<file path="config.mk">
export PLATFORM = sky130hd
export DESIGN_NAME = or1k_spi_boot_loader_flat
export DESIGN_NICKNAME = d
export VERILOG_FILES = /design/src/rtl/or1k_boot_pkg.sv /design/src/rtl/or1k_spi_boot_loader_if.sv /design/src/rtl/spi_shift_engine.sv /design/src/rtl/or1k_spi_boot_loader.sv /design/src/flat_wrapper.sv
export SDC_FILE = /design/constraint.sdc
export NUM_CORES = 1
export LEC_CHECK = 0
export BUFFER_PORTS_ARGS = -buffer_cell sky130_fd_sc_hd__buf_2
export CAP_MARGIN = 0
export CORE_MARGIN = 2
export CORE_UTILIZATION = 41
export DETAILED_ROUTE_END_ITERATION = 7
export PLACE_DENSITY = 0.65
export SYNTH_ARGS = -nofsm -noshare
export SYNTH_HDL_FRONTEND = slang
export SYNTH_HIERARCHICAL = 1
export SYNTH_SLANG_ARGS = --single-unit
</file>
<file path="constraint.sdc">
create_clock -name wb_clk -period 7.05 [get_ports wb_clk]
set_clock_uncertainty 0.05 [all_clocks]
set_input_delay 0.705 -clock wb_clk [delete_from_list [all_inputs] [get_ports wb_clk]]
set_output_delay 0.705 -clock wb_clk [all_outputs]
set_load 0.02 [all_outputs]
</file>
<file path="src/rtl/or1k_boot_pkg.sv">
// Shared definitions for the OR1K SPI boot loader: state encoding,
// flash command byte and SPI transfer widths.
package or1k_boot_pkg;

  typedef logic [3:0] state_t;

  localparam state_t ST_IDLE = 4'd0;
  localparam state_t ST_CMD  = 4'd1;
  localparam state_t ST_ADDR = 4'd2;
  localparam state_t ST_LEN  = 4'd3;
  localparam state_t ST_DATA = 4'd4;
  localparam state_t ST_WR   = 4'd5;
  localparam state_t ST_CHK  = 4'd6;
  localparam state_t ST_FIN  = 4'd7;
  localparam state_t ST_ERR  = 4'd8;

  localparam logic [7:0] SPI_READ_CMD = 8'h03;

  // Length, data and checksum words are all this wide on the wire.
  localparam int WORD_W = 32;

  localparam logic [5:0] CMD_BITS  = 6'd8;
  localparam logic [5:0] ADDR_BITS = 6'd24;

endpackage

</file>
<file path="src/rtl/or1k_spi_boot_loader_if.sv">
// Wishbone write-only bus between the boot loader (master) and the
// system interconnect (slave).
interface or1k_spi_boot_loader_if;

  logic [31:0] adr;
  logic [31:0] dat;
  logic [3:0]  sel;
  logic        we;
  logic        cyc;
  logic        stb;
  logic        ack;
  logic        err;

  modport master (output adr, dat, sel, we, cyc, stb, input ack, err);
  modport slave  (input adr, dat, sel, we, cyc, stb, output ack, err);

endinterface

</file>
<file path="src/rtl/spi_shift_engine.sv">
// Bit-level SPI mode 0 serializer. Shifts nbits (1..32) out MSB first from
// tx_word and collects the same number of bits into rx_word. SCK half
// period is SCK_DIV wb_clk cycles. While pause is high and SCK is low the
// engine freezes, so SCK can be parked low without dropping chip select.
module spi_shift_engine #(
  parameter int SCK_DIV = 2
) (
  input  logic        wb_clk,
  input  logic        wb_rst_n,
  input  logic        start,
  input  logic [5:0]  nbits,
  input  logic [31:0] tx_word,
  input  logic        pause,
  output logic        busy,
  output logic [31:0] rx_word,
  output logic        bit_done,
  output logic        spi_sck,
  output logic        spi_mosi,
  input  logic        spi_miso
);

  localparam int DIV_W = (SCK_DIV > 1) ? $clog2(SCK_DIV) : 1;
  localparam logic [DIV_W-1:0] DIV_LAST = DIV_W'(SCK_DIV - 1);

  logic [DIV_W-1:0] div_cnt;
  logic [5:0]       bits_left;
  logic [31:0]      tx_sr;

  // MOSI is the top of the left-aligned shift register; it only moves on
  // the edge that lowers SCK (or at load time, when SCK is already low).
  assign spi_mosi = tx_sr[31];

  // Half-period divider, SCK toggling, MISO capture on the rising edge and
  // TX shift plus bit count on the falling edge.
  always_ff @(posedge wb_clk or negedge wb_rst_n) begin
    if (!wb_rst_n) begin
      busy      <= 1'b0;
      rx_word   <= '0;
      bit_done  <= 1'b0;
      spi_sck   <= 1'b0;
      div_cnt   <= '0;
      bits_left <= '0;
      tx_sr     <= '0;
    end else begin
      bit_done <= 1'b0;
      if (!busy) begin
        if (start) begin
          busy      <= 1'b1;
          div_cnt   <= '0;
          bits_left <= nbits;
          tx_sr     <= tx_word << (6'd32 - nbits);
          rx_word   <= '0;
        end
      end else if (!(pause && !spi_sck)) begin
        if (div_cnt == DIV_LAST) begin
          div_cnt <= '0;
          if (!spi_sck) begin
            spi_sck <= 1'b1;
            rx_word <= {rx_word[30:0], spi_miso};
          end else begin
            spi_sck   <= 1'b0;
            tx_sr     <= {tx_sr[30:0], 1'b0};
            bit_done  <= 1'b1;
            bits_left <= bits_left - 6'd1;
            if (bits_left == 6'd1) begin
              busy <= 1'b0;
            end
          end
        end else begin
          div_cnt <= div_cnt + DIV_W'(1);
        end
      end
    end
  end

endmodule

</file>
<file path="src/rtl/or1k_spi_boot_loader.sv">
// OR1K hardware boot sequencer. Reads a length-prefixed image from SPI
// flash (READ 0x03 at FLASH_OFFSET) and writes it word by word to RAM at
// RAM_BASE over Wishbone, holding the CPU in reset until the copy succeeds.
// Optional feature: define BOOT_CHECKSUM_EN to require a trailing 32-bit
// additive checksum word after the image data.
module or1k_spi_boot_loader
  import or1k_boot_pkg::*;
#(
  parameter logic [23:0] FLASH_OFFSET = 24'h000000,
  parameter logic [31:0] RAM_BASE     = 32'h00000000,
  parameter int          MAX_WORDS    = 16384,
  parameter int          SCK_DIV      = 2
) (
  input  logic                          wb_clk,
  input  logic                          wb_rst_n,
  output logic                          spi_sck_o,
  output logic                          spi_cs_n_o,
  output logic                          spi_mosi_o,
  input  logic                          spi_miso_i,
  or1k_spi_boot_loader_if.master        wbm,
  output logic                          cpu_rst_o,
  output logic                          done_o,
  output logic                          err_o
);

  state_t      state;
  state_t      state_next;

  logic        launched;
  logic        shift_start;
  logic [5:0]  shift_nbits;
  logic [31:0] shift_tx;
  logic        shift_pause;
  logic        shift_busy;
  logic [31:0] shift_rx;
  logic        shift_bit_done;
  logic        xfer_done;

  logic [31:0] len_q;
  logic [31:0] word_q;
  logic [14:0] word_idx;
  logic        last_word;

`ifdef BOOT_CHECKSUM_EN
  logic [31:0] csum_q;
`endif

  // A transfer has finished on the cycle its final bit completes and the
  // engine has gone idle.
  assign xfer_done   = shift_bit_done & ~shift_busy;
  assign last_word   = ({17'd0, word_idx} == (len_q - 32'd1));
  assign shift_pause = (state == ST_WR);

  spi_shift_engine #(
    .SCK_DIV (SCK_DIV)
  ) u_shift (
    .wb_clk   (wb_clk),
    .wb_rst_n (wb_rst_n),
    .start    (shift_start),
    .nbits    (shift_nbits),
    .tx_word  (shift_tx),
    .pause    (shift_pause),
    .busy     (shift_busy),
    .rx_word  (shift_rx),
    .bit_done (shift_bit_done),
    .spi_sck  (spi_sck_o),
    .spi_mosi (spi_mosi_o),
    .spi_miso (spi_miso_i)
  );

  // State register.
  always_ff @(posedge wb_clk or negedge wb_rst_n) begin
    if (!wb_rst_n) begin
      state <= ST_IDLE;
    end else begin
      state <= state_next;
    end
  end

  // Next-state logic for the boot sequence.
  always_comb begin
    state_next = state;
    case (state)
      ST_IDLE: state_next = ST_CMD;
      ST_CMD:  if (xfer_done) state_next = ST_ADDR;
      ST_ADDR: if (xfer_done) state_next = ST_LEN;
      ST_LEN: begin
        if (xfer_done) begin
          if (shift_rx == 32'd0) begin
            state_next = ST_FIN;
          end else if (shift_rx > 32'(MAX_WORDS)) begin
            state_next = ST_ERR;
          end else begin
            state_next = ST_DATA;
          end
        end
      end
      ST_DATA: if (xfer_done) state_next = ST_WR;
      ST_WR: begin
        if (wbm.err) begin
          state_next = ST_ERR;
        end else if (wbm.ack) begin
          if (last_word) begin
`ifdef BOOT_CHECKSUM_EN
            state_next = ST_CHK;
`else
            state_next = ST_FIN;
`endif
          end else begin
            state_next = ST_DATA;
          end
        end
      end
`ifdef BOOT_CHECKSUM_EN
      ST_CHK: begin
        if (xfer_done) begin
          state_next = (shift_rx == csum_q) ? ST_FIN : ST_ERR;
        end
      end
`endif
      ST_FIN:  state_next = ST_FIN;
      ST_ERR:  state_next = ST_ERR;
      default: state_next = ST_ERR;
    endcase
  end

  // Outputs decoded from the current state: SPI transfer requests, chip
  // select, Wishbone drive and CPU/status signals.
  always_comb begin
    shift_start = 1'b0;
    shift_nbits = 6'(WORD_W);
    shift_tx    = '0;
    spi_cs_n_o  = 1'b1;
    wbm.adr     = '0;
    wbm.dat     = '0;
    wbm.sel     = 4'h0;
    wbm.we      = 1'b0;
    wbm.cyc     = 1'b0;
    wbm.stb     = 1'b0;
    cpu_rst_o   = 1'b1;
    done_o      = 1'b0;
    err_o       = 1'b0;
    case (state)
      ST_CMD: begin
        spi_cs_n_o  = 1'b0;
        shift_start = ~launched;
        shift_nbits = CMD_BITS;
        shift_tx    = {24'd0, SPI_READ_CMD};
      end
      ST_ADDR: begin
        spi_cs_n_o  = 1'b0;
        shift_start = ~launched;
        shift_nbits = ADDR_BITS;
        shift_tx    = {8'd0, FLASH_OFFSET};
      end
      ST_LEN, ST_DATA, ST_CHK: begin
        spi_cs_n_o  = 1'b0;
        shift_start = ~launched;
      end
      ST_WR: begin
        spi_cs_n_o = 1'b0;
        wbm.adr    = RAM_BASE + {15'd0, word_idx, 2'b00};
        wbm.dat    = word_q;
        wbm.sel    = 4'hF;
        wbm.we     = 1'b1;
        wbm.cyc    = 1'b1;
        wbm.stb    = 1'b1;
      end
      ST_FIN: begin
        cpu_rst_o = 1'b0;
        done_o    = 1'b1;
      end
      ST_ERR: begin
        err_o = 1'b1;
      end
      default: ;
    endcase
  end

  // One SPI transfer per visit to a shift state: remember that it was
  // launched and re-arm whenever the state changes.
  always_ff @(posedge wb_clk or negedge wb_rst_n) begin
    if (!wb_rst_n) begin
      launched <= 1'b0;
    end else if (state_next != state) begin
      launched <= 1'b0;
    end else if (shift_start) begin
      launched <= 1'b1;
    end
  end

  // Image length, current data word and RAM word index.
  always_ff @(posedge wb_clk or negedge wb_rst_n) begin
    if (!wb_rst_n) begin
      len_q    <= '0;
      word_q   <= '0;
      word_idx <= '0;
    end else begin
      if (state == ST_LEN && xfer_done) begin
        len_q    <= shift_rx;
        word_idx <= '0;
      end
      if (state == ST_DATA && xfer_done) begin
        word_q <= shift_rx;
      end
      if (state == ST_WR && wbm.ack && !wbm.err && !last_word) begin
        word_idx <= word_idx + 15'd1;
      end
    end
  end

`ifdef BOOT_CHECKSUM_EN
  // Running modulo-2^32 sum of every data word, cleared while reading LEN.
  always_ff @(posedge wb_clk or negedge wb_rst_n) begin
    if (!wb_rst_n) begin
      csum_q <= '0;
    end else if (state == ST_LEN) begin
      csum_q <= '0;
    end else if (state == ST_DATA && xfer_done) begin
      csum_q <= csum_q + shift_rx;
    end
  end
`endif

endmodule
</file>
<file path="src/flat_wrapper.sv">
// flat-port wrapper written by rule: the top's interface ports become plain ports
module or1k_spi_boot_loader_flat import or1k_boot_pkg::*;
#(
  parameter logic [23:0] FLASH_OFFSET = 24'h000000,
  parameter logic [31:0] RAM_BASE     = 32'h00000000,
  parameter int          MAX_WORDS    = 16384,
  parameter int          SCK_DIV      = 2
)
  (wb_clk, wb_rst_n, spi_sck_o, spi_cs_n_o, spi_mosi_o, spi_miso_i, cpu_rst_o, done_o, err_o, wbm_adr, wbm_dat, wbm_sel, wbm_we, wbm_cyc, wbm_stb, wbm_ack, wbm_err);
  or1k_spi_boot_loader_if wbm_i ();
  input  logic wb_clk;
  input  logic wb_rst_n;
  output logic spi_sck_o;
  output logic spi_cs_n_o;
  output logic spi_mosi_o;
  input  logic spi_miso_i;
  output logic cpu_rst_o;
  output logic done_o;
  output logic err_o;
  output wire logic [$bits(wbm_i.adr)-1:0] wbm_adr;
  output wire logic [$bits(wbm_i.dat)-1:0] wbm_dat;
  output wire logic [$bits(wbm_i.sel)-1:0] wbm_sel;
  output wire logic [$bits(wbm_i.we)-1:0] wbm_we;
  output wire logic [$bits(wbm_i.cyc)-1:0] wbm_cyc;
  output wire logic [$bits(wbm_i.stb)-1:0] wbm_stb;
  input wire logic [$bits(wbm_i.ack)-1:0] wbm_ack;
  input wire logic [$bits(wbm_i.err)-1:0] wbm_err;
  assign wbm_adr = wbm_i.adr;
  assign wbm_dat = wbm_i.dat;
  assign wbm_sel = wbm_i.sel;
  assign wbm_we = wbm_i.we;
  assign wbm_cyc = wbm_i.cyc;
  assign wbm_stb = wbm_i.stb;
  assign wbm_i.ack = wbm_ack;
  assign wbm_i.err = wbm_err;
  or1k_spi_boot_loader #(.FLASH_OFFSET(FLASH_OFFSET), .RAM_BASE(RAM_BASE), .MAX_WORDS(MAX_WORDS), .SCK_DIV(SCK_DIV)) u_core (.wb_clk(wb_clk), .wb_rst_n(wb_rst_n), .spi_sck_o(spi_sck_o), .spi_cs_n_o(spi_cs_n_o), .spi_mosi_o(spi_mosi_o), .spi_miso_i(spi_miso_i), .wbm(wbm_i), .cpu_rst_o(cpu_rst_o), .done_o(done_o), .err_o(err_o));
endmodule
</file>
==> results_dict.tcl, run 1 <==
set metrics [dict create \
    synthTopCellsByCount "dfrtp_1, nand2_1, mux2_2, o21ai_0, and3_1" \
    crit_path_max_incr_delay_ns 0.86 \
    cts_setup_buffers 0 \
    max_freq_mhz 249 \
    die_w_microns 159 \
    crit_cells 10 \
    maxSlewHeadroom 0.210 \
    rsz0062_at_grt "false" \
    fill_cells 2295 \
    routed_wl_mm 23.6 \
    yosysWarnings 6 \
    grtUsageMet2 0.292 \
    ant_nets 0 \
    end_kind "register" \
    path_cells "inv_1, ha_1, or3b_1, or4_1, a211o_1, nor4_2, nand4_1, o31ai_4, and2_1, a22o_1" \
    status "completed" \
    dp_hpwl_mm 16.3 \
    synth_area_leaders "dfrtp_1, mux2_2, nand2_1" \
    synth_edf_count 0 \
    finalHoldViolations 0 \
    met3_usage 0.0310 \
    muxShareOfSynthArea 0.164 \
    finalPower_mw 2.08 \
    cts.sinks 158 \
    async_flop_share 1.00 \
    grt_pass1_wl_mm 39.2 \
    crit_type "register to register" \
    cts_resized 0 \
    finalCriticalPeriod_ns 4.02 \
    synth_top_area_frac 0.400 \
    setup_ws_ns 3.03 \
    design_area_sq_um 11300 \
    busiest_layer "met2" \
    detail_route.first_pass.iterations 5 \
    start_kind "register" \
    diodes 0 \
    post-route-period-util 0.570 \
    vias_per_cell 5.37 \
    clkTransAtPathRegs_ns 0.06 \
    ctsHoldBuffers 0 \
    core_area_sq_um 23500 \
    powerDensity_nw_per_um2 184 \
    path_buf_inv 1 \
    r2r_slack_ns 3.03 \
    multiInputGateArea_sq_um 5840 \
    hold-worst-slack_ns 0.315 \
    clk_latency_ns 0.43 \
    placed_area_sq_um 10700 \
    grt_start_max_net_pins 92 \
    synthesis.area_sq_um 9880 \
    ys_ff_latch 158 \
    ys_seq_area_frac 0.400 \
    final-setup-viol-count 0 \
    p_leak_nw 5.50 \
    seqCellArea_sq_um 3950 \
    drt_iter0_drc 716 \
    synthFlopType "dfrtp_1" \
    ir_worst_vdd_v 0.000168 \
    critPathRequiredTime_ns 7.36 \
    final_cell_count_no_fill 1494 \
    place_inst 1463 \
    nets 1173 \
    arrival_ns 4.33 \
    layout-drive-gt1-share 0.190 \
    drv_slew 0 \
    cp_top_family "simple AND/OR/NAND/NOR gates" \
    io-pin-count 82 \
    numPortBuffers 64 \
    antenna_found_initial 0 \
    synthCells 1039 \
    maxCapViolations 0 \
    setup_tns_ns 0 \
    grt_usage 0.188 \
    cts_max_level 4 \
    synth_top_family_by_area "simple AND/OR/NAND/NOR gates" \
    clockBufferDepth 2 \
    synth-compound-area-share 0.143 \
    final_util 0.481 \
    start_util 0.420 \
    synth-xor-area-share 0.0266 \
    rows 56 \
    grt_pass1_vias 7418 \
    finalWeightedCongestion 0.901 \
    yosysMostFrequentCell "dfrtp_1" \
    avgSynthCellArea_sq_um 9.51 \
    vias 8026 \
    area_growth_pct 14.6 \
    cts_root_buffer "clkbuf_16" \
    cts_tree "done" \
    tightest_slew_ns 1.19 \
    yosys.area_share.simple 0.200 \
    yosys.area.top_type "dfrtp_1" \
    hp-class "input pin to asynchronous set/reset pin" \
    cp_slowest_cell "o31ai_4" \
    ff2ff_path_depth 10 \
    cp_max_fo 27 \
    use_met1 0.280 \
    synth_fa_ha_area_frac 0.00633 \
    drc 0 \
    grt_overflow_total 0 \
    yosys.cell_types.count 66 \
    dpl_worst_slack_ns 3.05 \
    wire_per_inst_microns 15.8 \
    die_h_microns 159 \
    cts_buffers 17 \
    dieArea_sq_um 25400 \
]
-- state kept, by name (all words and copies together), names as in the netlist --
register / flops
u_core/u_shift/spi_sck: 1
u_core/state: 4
u_core/u_shift/busy: 1
u_core/u_shift/div_cnt: 1
u_core/u_shift/tx_sr: 32
u_core/word_q: 32
u_core/word_idx: 15
u_core/u_shift/bits_left: 6
u_core/u_shift/rx_word: 32
u_core/len_q: 32
u_core/u_shift/bit_done: 1
u_core/launched: 1
-- power breakdown --
group / switching [mW] / internal [mW]
logic: 0.111 / 0.0649
clock network: 0.355 / 0.642
registers: 0.00117 / 0.909
total: 0.467 / 1.62
-- per-layer routing --
metal | share of wire | vias to the layer above
li1 | - | 3900
met1 | 0.49 | 3916
met2 | 0.46 | 194
met3 | 0.042 | 16
met4 | 0.0080 | 0
met5 | 0 | -
-- logic make-up after synthesis --
| logic type | count (synthesis) |
|---|---|
| simple gates | 385 |
| compound gates | 213 |
| flops | 158 |
| mux | 125 |
| buf+inv | 122 |
| xor+xnor | 30 |
| fa+ha+maj | 5 |
| other cells | 1 |
-- final cells by class --
type,instances,area share
repair buffers,76,0.0368
multi-input cells,891,0.516
flip-flops and latches,158,0.349
inverters,19,0.00630
clock inverters,12,0.0169
clock buffers,19,0.0400
well taps,319,0.0353
-- cell usage in the layout (no fill, tap or decap), drive strengths merged, types with 6 or more instances in the layout --
cell type,Yosys,routed
nor2b,8,8
xor2,10,10
clkbuf,55,19
nand3,27,27
clkinv,0,6
buf,48,76
mux2i,25,25
a21oi,34,34
o21a,11,11
nand2,128,128
a32oi,6,6
a221oi,9,9
nor2,54,54
o221ai,6,6
mux4,21,21
nor3b,13,13
and2,8,8
xnor2,20,20
inv,19,19
o21ai,77,77
a211o,11,11
a211oi,6,6
nor4,17,17
dfrtp,158,158
nand4b,6,6
mux2,79,79
o31ai,9,9
conb,1,133
nor3,17,17
nand4,9,9
and3,61,61
or4,9,9
o22a,6,6
nand2b,10,10
-- final timing paths --
kind,to,start
max,u_core/word_idx[4],u_core/len_q[0]
min,u_core/state[3],wb_rst_n
max reg2reg,u_core/word_idx[4],u_core/len_q[0]
min reg2reg,u_core/u_shift/tx_sr[5],u_core/u_shift/tx_sr[5]
max in group asynchronous,u_core/len_q[29],wb_rst_n
min in group wb_clk,u_core/u_shift/tx_sr[5],u_core/u_shift/tx_sr[5]
Note: power is estimated with default switching activity, not from simulation.
==> inputs of run 2 (changes only) <==
clock period = 4 ns   (was 7.05 ns; I/O delays follow)
==> run 2 against run 1 <==
Net effect: sequential share of layout area is 0.28 points lower; flip-flop and latch count unchanged; final cell count is 0.67% higher; critical endpoint is now u_core/word_idx[2]; largest power group unchanged; highest routed layer unchanged; global-route usage is 0.19 points higher; die area stayed put; design area grew 0.81%; power up 78%; combinational power increased by 77%.
==> results_dict.tcl, run 2 (synthesis results as in run 1) <==
set metrics [dict create \
    cts_buffers 17 \
    rsz0062_at_grt "false" \
    clk_latency_ns 0.43 \
    dieArea_sq_um 25400 \
    grt_pass1_vias 7491 \
    reg2reg_from "u_core/len_q[0]" \
    rows 56 \
    cts_setup_buffers 0 \
    cts_resized 0 \
    grt_overflow_total 0 \
    setup_tns_ns 0 \
    final_util 0.485 \
    drc 0 \
    post-route-period-util 0.897 \
    numPortBuffers 64 \
    final-setup-viol-count 0 \
    finalPower_mw 3.70 \
    drv_slew 0 \
    nets 1182 \
    cts_tree "done" \
    multiInputGateArea_sq_um 5840 \
    powerDensity_nw_per_um2 324 \
    die_w_microns 159 \
    layout_common_cells "dfrtp_1, conb_1, nand2_1, mux2_2, o21ai_0" \
    ir_worst_vdd_v 0.000317 \
    finalHoldViolations 0 \
    critPathRequiredTime_ns 4.26 \
    start_util 0.420 \
    cts.sinks 158 \
    final_common_cell "dfrtp_1" \
    antenna_found_initial 0 \
    diodes 0 \
    start_kind "register" \
    crit_type "register to register" \
    finalWeightedCongestion 0.844 \
    layout-drive-gt1-share 0.196 \
    tightest_slew_ns 0.916 \
    clkTransAtPathRegs_ns 0.07 \
    end_kind "register" \
    clockBufferDepth 2 \
    core_area_sq_um 23500 \
    ctsHoldBuffers 0 \
    grt_usage 0.190 \
    area_growth_pct 15.5 \
    vias 8092 \
    wire_per_inst_microns 15.8 \
    dp_hpwl_mm 16.4 \
    io-pin-count 82 \
    cts_root_buffer "clkbuf_16" \
    fill_cells 2271 \
    p_leak_nw 5.53 \
    design_area_sq_um 11400 \
    hp-class "input pin to asynchronous set/reset pin" \
    status "completed" \
    seqCellArea_sq_um 3950 \
    cts_max_level 4 \
    routed_wl_mm 23.7 \
    drt_iter0_drc 881 \
    reg2reg_to "u_core/word_idx[2]" \
    placed_area_sq_um 10800 \
    detail_route.first_pass.iterations 7 \
    max_freq_mhz 279 \
    ant_nets 0 \
    ff2ff_path_depth 11 \
    hold-worst-slack_ns 0.0376 \
    r2r_slack_ns 0.41 \
    die_h_microns 159 \
    maxCapViolations 0 \
    grt_start_max_net_pins 101 \
    vias_per_cell 5.38 \
    maxSlewHeadroom 0.389 \
    cp_max_fo 20 \
    finalCriticalPeriod_ns 3.59 \
    arrival_ns 3.85 \
    grt_pass1_wl_mm 39.3 \
]
-- run 2: cell types whose count changed in the layout (fill, tap and decap cells not counted), sizes merged --
cell and change:
inv +1, clkinv -2, buf +9, clkinvlp +2
-- run 2: layout make-up --
class                   count  area share
clock buffers              19      0.0388
clock inverters            13      0.0186
inverters                  19     0.00625
multi-input cells         891       0.511
flip-flops and latches    158       0.346
well taps                 319      0.0350
repair buffers             85      0.0435
-- run 2: per-stage QoR --
step	instances	worst slack (ns)
3_5_place_dp	1472	0.413
6_report	1504	0.412
2_1_floorplan	1171	0.749
5_1_grt	1504	0.202
3_3_place_gp	1472	0.545
4_1_cts	1504	0.408
-- run 2: worst max path at each step --
stage | start | end | slack (ns) | depth (start not counted)
floorplan | u_core/len_q[0] | u_core/word_idx[12] | 0.75 | 12
global placement | u_core/len_q[0] | u_core/word_idx[12] | 0.55 | 11
detailed placement | u_core/len_q[0] | u_core/word_idx[7] | 0.41 | 11
CTS | u_core/len_q[0] | u_core/word_idx[7] | 0.41 | 11
global route | u_core/len_q[0] | u_core/word_idx[12] | 0.20 | 11
finish | u_core/len_q[0] | u_core/word_idx[2] | 0.41 | 11
-- run 2: metal layers --
layer	wire length (microns)	vias to the layer above	GRT usage
met3	1280	15	0.0370
met1	11400	3940	0.276
met5	0	-	0
met2	10800	217	0.295
li1	-	3920	-
met4	211	0	0.0450
-- run 2: power by group --
part | internal, mW | switching [mW] | leakage, nW
clock | 1.13 | 0.661 | 0.310
combinational | 0.117 | 0.194 | 3.10
sequential | 1.60 | 0.00203 | 2.13
-- run 2: critical path: stages (launching register included) --
cell     delay, ns
dfrtp_1       0.44
inv_1         0.08
ha_1          0.19
or3b_1        0.50
or4_1         0.51
a211o_1       0.28
nor4_2        0.20
nand4_1       0.19
o31ai_4       0.38
buf_4         0.30
nor3b_1       0.09
a211o_1       0.27
==> inputs of run 3 (changes only) <==
CORE_UTILIZATION = 55   (was 41)
PLACE_DENSITY = 0.81   (was 0.65)
==> run 3 against run 2 <==
Net effect: critical path depth unchanged; non-clock buffer count fell by 2; combinational power is 1% higher; design area down 1.3%; worst setup slack worse by 0.064 ns; via count rose by 3.1%; sequential share of layout area up 0.47 points; clock-buffer cell count decreased by 2; worst hold slack improved by 0.077 ns; final cell count decreased by 6.1%; flip-flop and latch count is the same; critical path type unchanged; critical endpoint is now u_core/word_idx[7]; largest power group unchanged; highest routed layer unchanged.
==> results_dict.tcl, run 3 (synthesis results as in run 1) <==
set metrics [dict create \
    setup_ws_ns 0.348 \
    finalWeightedCongestion 0.912 \
    rsz0062_at_grt "false" \
    grt_pass1_vias 7909 \
    grt_overflow_total 0 \
    p_leak_nw 5.51 \
    reg2reg_from "u_core/len_q[0]" \
    arrival_ns 3.92 \
    setup_tns_ns 0 \
    finalCriticalPeriod_ns 3.65 \
    grt_pass1_wl_mm 38.5 \
    die_h_microns 138 \
    cp_top_family "simple AND/OR/NAND/NOR gates" \
    core_area_sq_um 17800 \
    cts_resized 0 \
    cts_buffers 17 \
    layout_common_cells "dfrtp_1, conb_1, nand2_1, mux2_2, o21ai_0" \
    grt_start_max_net_pins 93 \
    diodes 0 \
    fill_cells 1461 \
    tightest_slew_ns 1.11 \
    vias 8342 \
    p_sw_frac 0.266 \
    drc 0 \
    finalHoldViolations 0 \
    powerDensity_nw_per_um2 317 \
    p_int_mw 2.62 \
    crit_path_frequent_cell "a211o_1" \
    numPortBuffers 64 \
    post-route-period-util 0.913 \
    path_buf_inv 2 \
    area_growth_pct 14.0 \
    cts.sinks 158 \
    crit_path_max_incr_delay_ns 0.52 \
    final_common_cell "dfrtp_1" \
    ant_nets 0 \
    ir_worst_vdd_v 0.000319 \
    finalPower_mw 3.57 \
    rows 49 \
    grt_usage 0.246 \
    ff2ff_path_depth 11 \
    maxCapViolations 0 \
    seq_power_share 0.449 \
    detail_route.first_pass.iterations 5 \
    drt_iter0_drc 664 \
    io-pin-count 82 \
    max_freq_mhz 274 \
    worstHoldPathCells 3 \
    hp-class "input pin to register" \
    final-setup-viol-count 0 \
    final_util 0.633 \
    cts_root_buffer "clkbuf_16" \
    design_area_sq_um 11300 \
    power_frac_clock 0.463 \
    dp_hpwl_mm 16.0 \
    crit_cells 11 \
    drv_slew 0 \
    cts_tree "done" \
    clk_latency_ns 0.44 \
    place_inst 1379 \
    clockBufferDepth 2 \
    cp_slowest_cell "or4_1" \
    final_cell_count_no_fill 1412 \
    hold-worst-slack_ns 0.114 \
    path_cells "inv_1, ha_1, or3b_1, or4_1, a211o_1, nor4_2, nand4_1, o31ai_4, buf_4, nor3_1, a211o_1" \
    layout-drive-gt1-share 0.194 \
    die_w_microns 138 \
    comb_power_share 0.088 \
    critPathRequiredTime_ns 4.27 \
    cp_max_fo 20 \
    cts_max_level 4 \
    dieArea_sq_um 19100 \
    wire_per_inst_microns 16.5 \
    hp-start "spi_miso_i" \
    crit_type "register to register" \
    clkTransAtPathRegs_ns 0.08 \
    dpl_worst_slack_ns 0.419 \
    start_kind "register" \
    startpoint "u_core/len_q[0]" \
    nets 1180 \
    placed_area_sq_um 10600 \
    routed_wl_mm 23.3 \
    end_kind "register" \
    start_util 0.556 \
    maxSlewHeadroom 0.258 \
    vias_per_cell 5.91 \
    status "completed" \
    antenna_found_initial 0 \
    p_sw_mw 0.951 \
]
-- run 3: cell count changes in the layout (fill, tap and decap cells not counted) --
cell / previous run / this run
clkinvlp_4: 3 / 1
clkinv_8: 0 / 3
buf_12: 1 / 2
clkinv_4: 3 / 0
bufinv_16: 5 / 1
clkbuf_1: 1 / 0
inv_6: 1 / 4
dlygate4sd3_1: 0 / 1
clkbuf_8: 1 / 0
inv_8: 0 / 6
buf_4: 20 / 16
clkinv_2: 1 / 0
-- run 3: final timing paths --
| kind | slack [ns] | endpoint |
|---|---|---|
| max in group asynchronous | 2.55 | u_core/word_q[23] |
| max reg2reg | 0.35 | u_core/word_idx[7] |
| min | 0.11 | u_core/u_shift/rx_word[0] |
| min in group asynchronous | 0.47 | u_core/word_idx[7] |
| min reg2reg | 0.44 | u_core/u_shift/tx_sr[5] |
| max | 0.35 | u_core/word_idx[7] |
-- run 3: layout make-up --
type | instances | area (sq um) | area share
sequential | 158 | 3950 | 0.351
timing repair buffer | 83 | 497 | 0.0441
clock inverter | 15 | 189 | 0.0168
tap | 229 | 287 | 0.0254
inverter | 19 | 71.3 | 0.00633
multi-input combinational | 891 | 5840 | 0.518
clock buffer | 17 | 425 | 0.0378
-- run 3: worst min-delay path: stages --
cell and delay, ns:
buf_2 0.08, nand2_1 0.04, o21ai_0 0.06
-- run 3: per-layer routing --
metal	routed length, microns	vias to the layer above	global-route usage
li1	-	3921	-
met1	9330	4071	0.295
met2	11900	283	0.430
met3	1130	67	0.0447
met4	898	0	0.120
met5	0	-	0
-- run 3: power groups by stage --
stage                     registers, mW  clock network, mW  logic (mW)
after floorplan                    1.63                  0       0.242
after global placement             1.63                  0       0.262
after detailed placement           1.63                  0       0.262
after CTS                          1.60               1.68       0.263
after global routing               1.60               1.75       0.346
final                              1.60               1.65       0.315
-- run 3: timing repair --
item	in CTS	in global routing
setup buffers	0	0
endpoints found under the setup margin	0	0
hold buffers	1	0
hold endpoints to repair	66	0
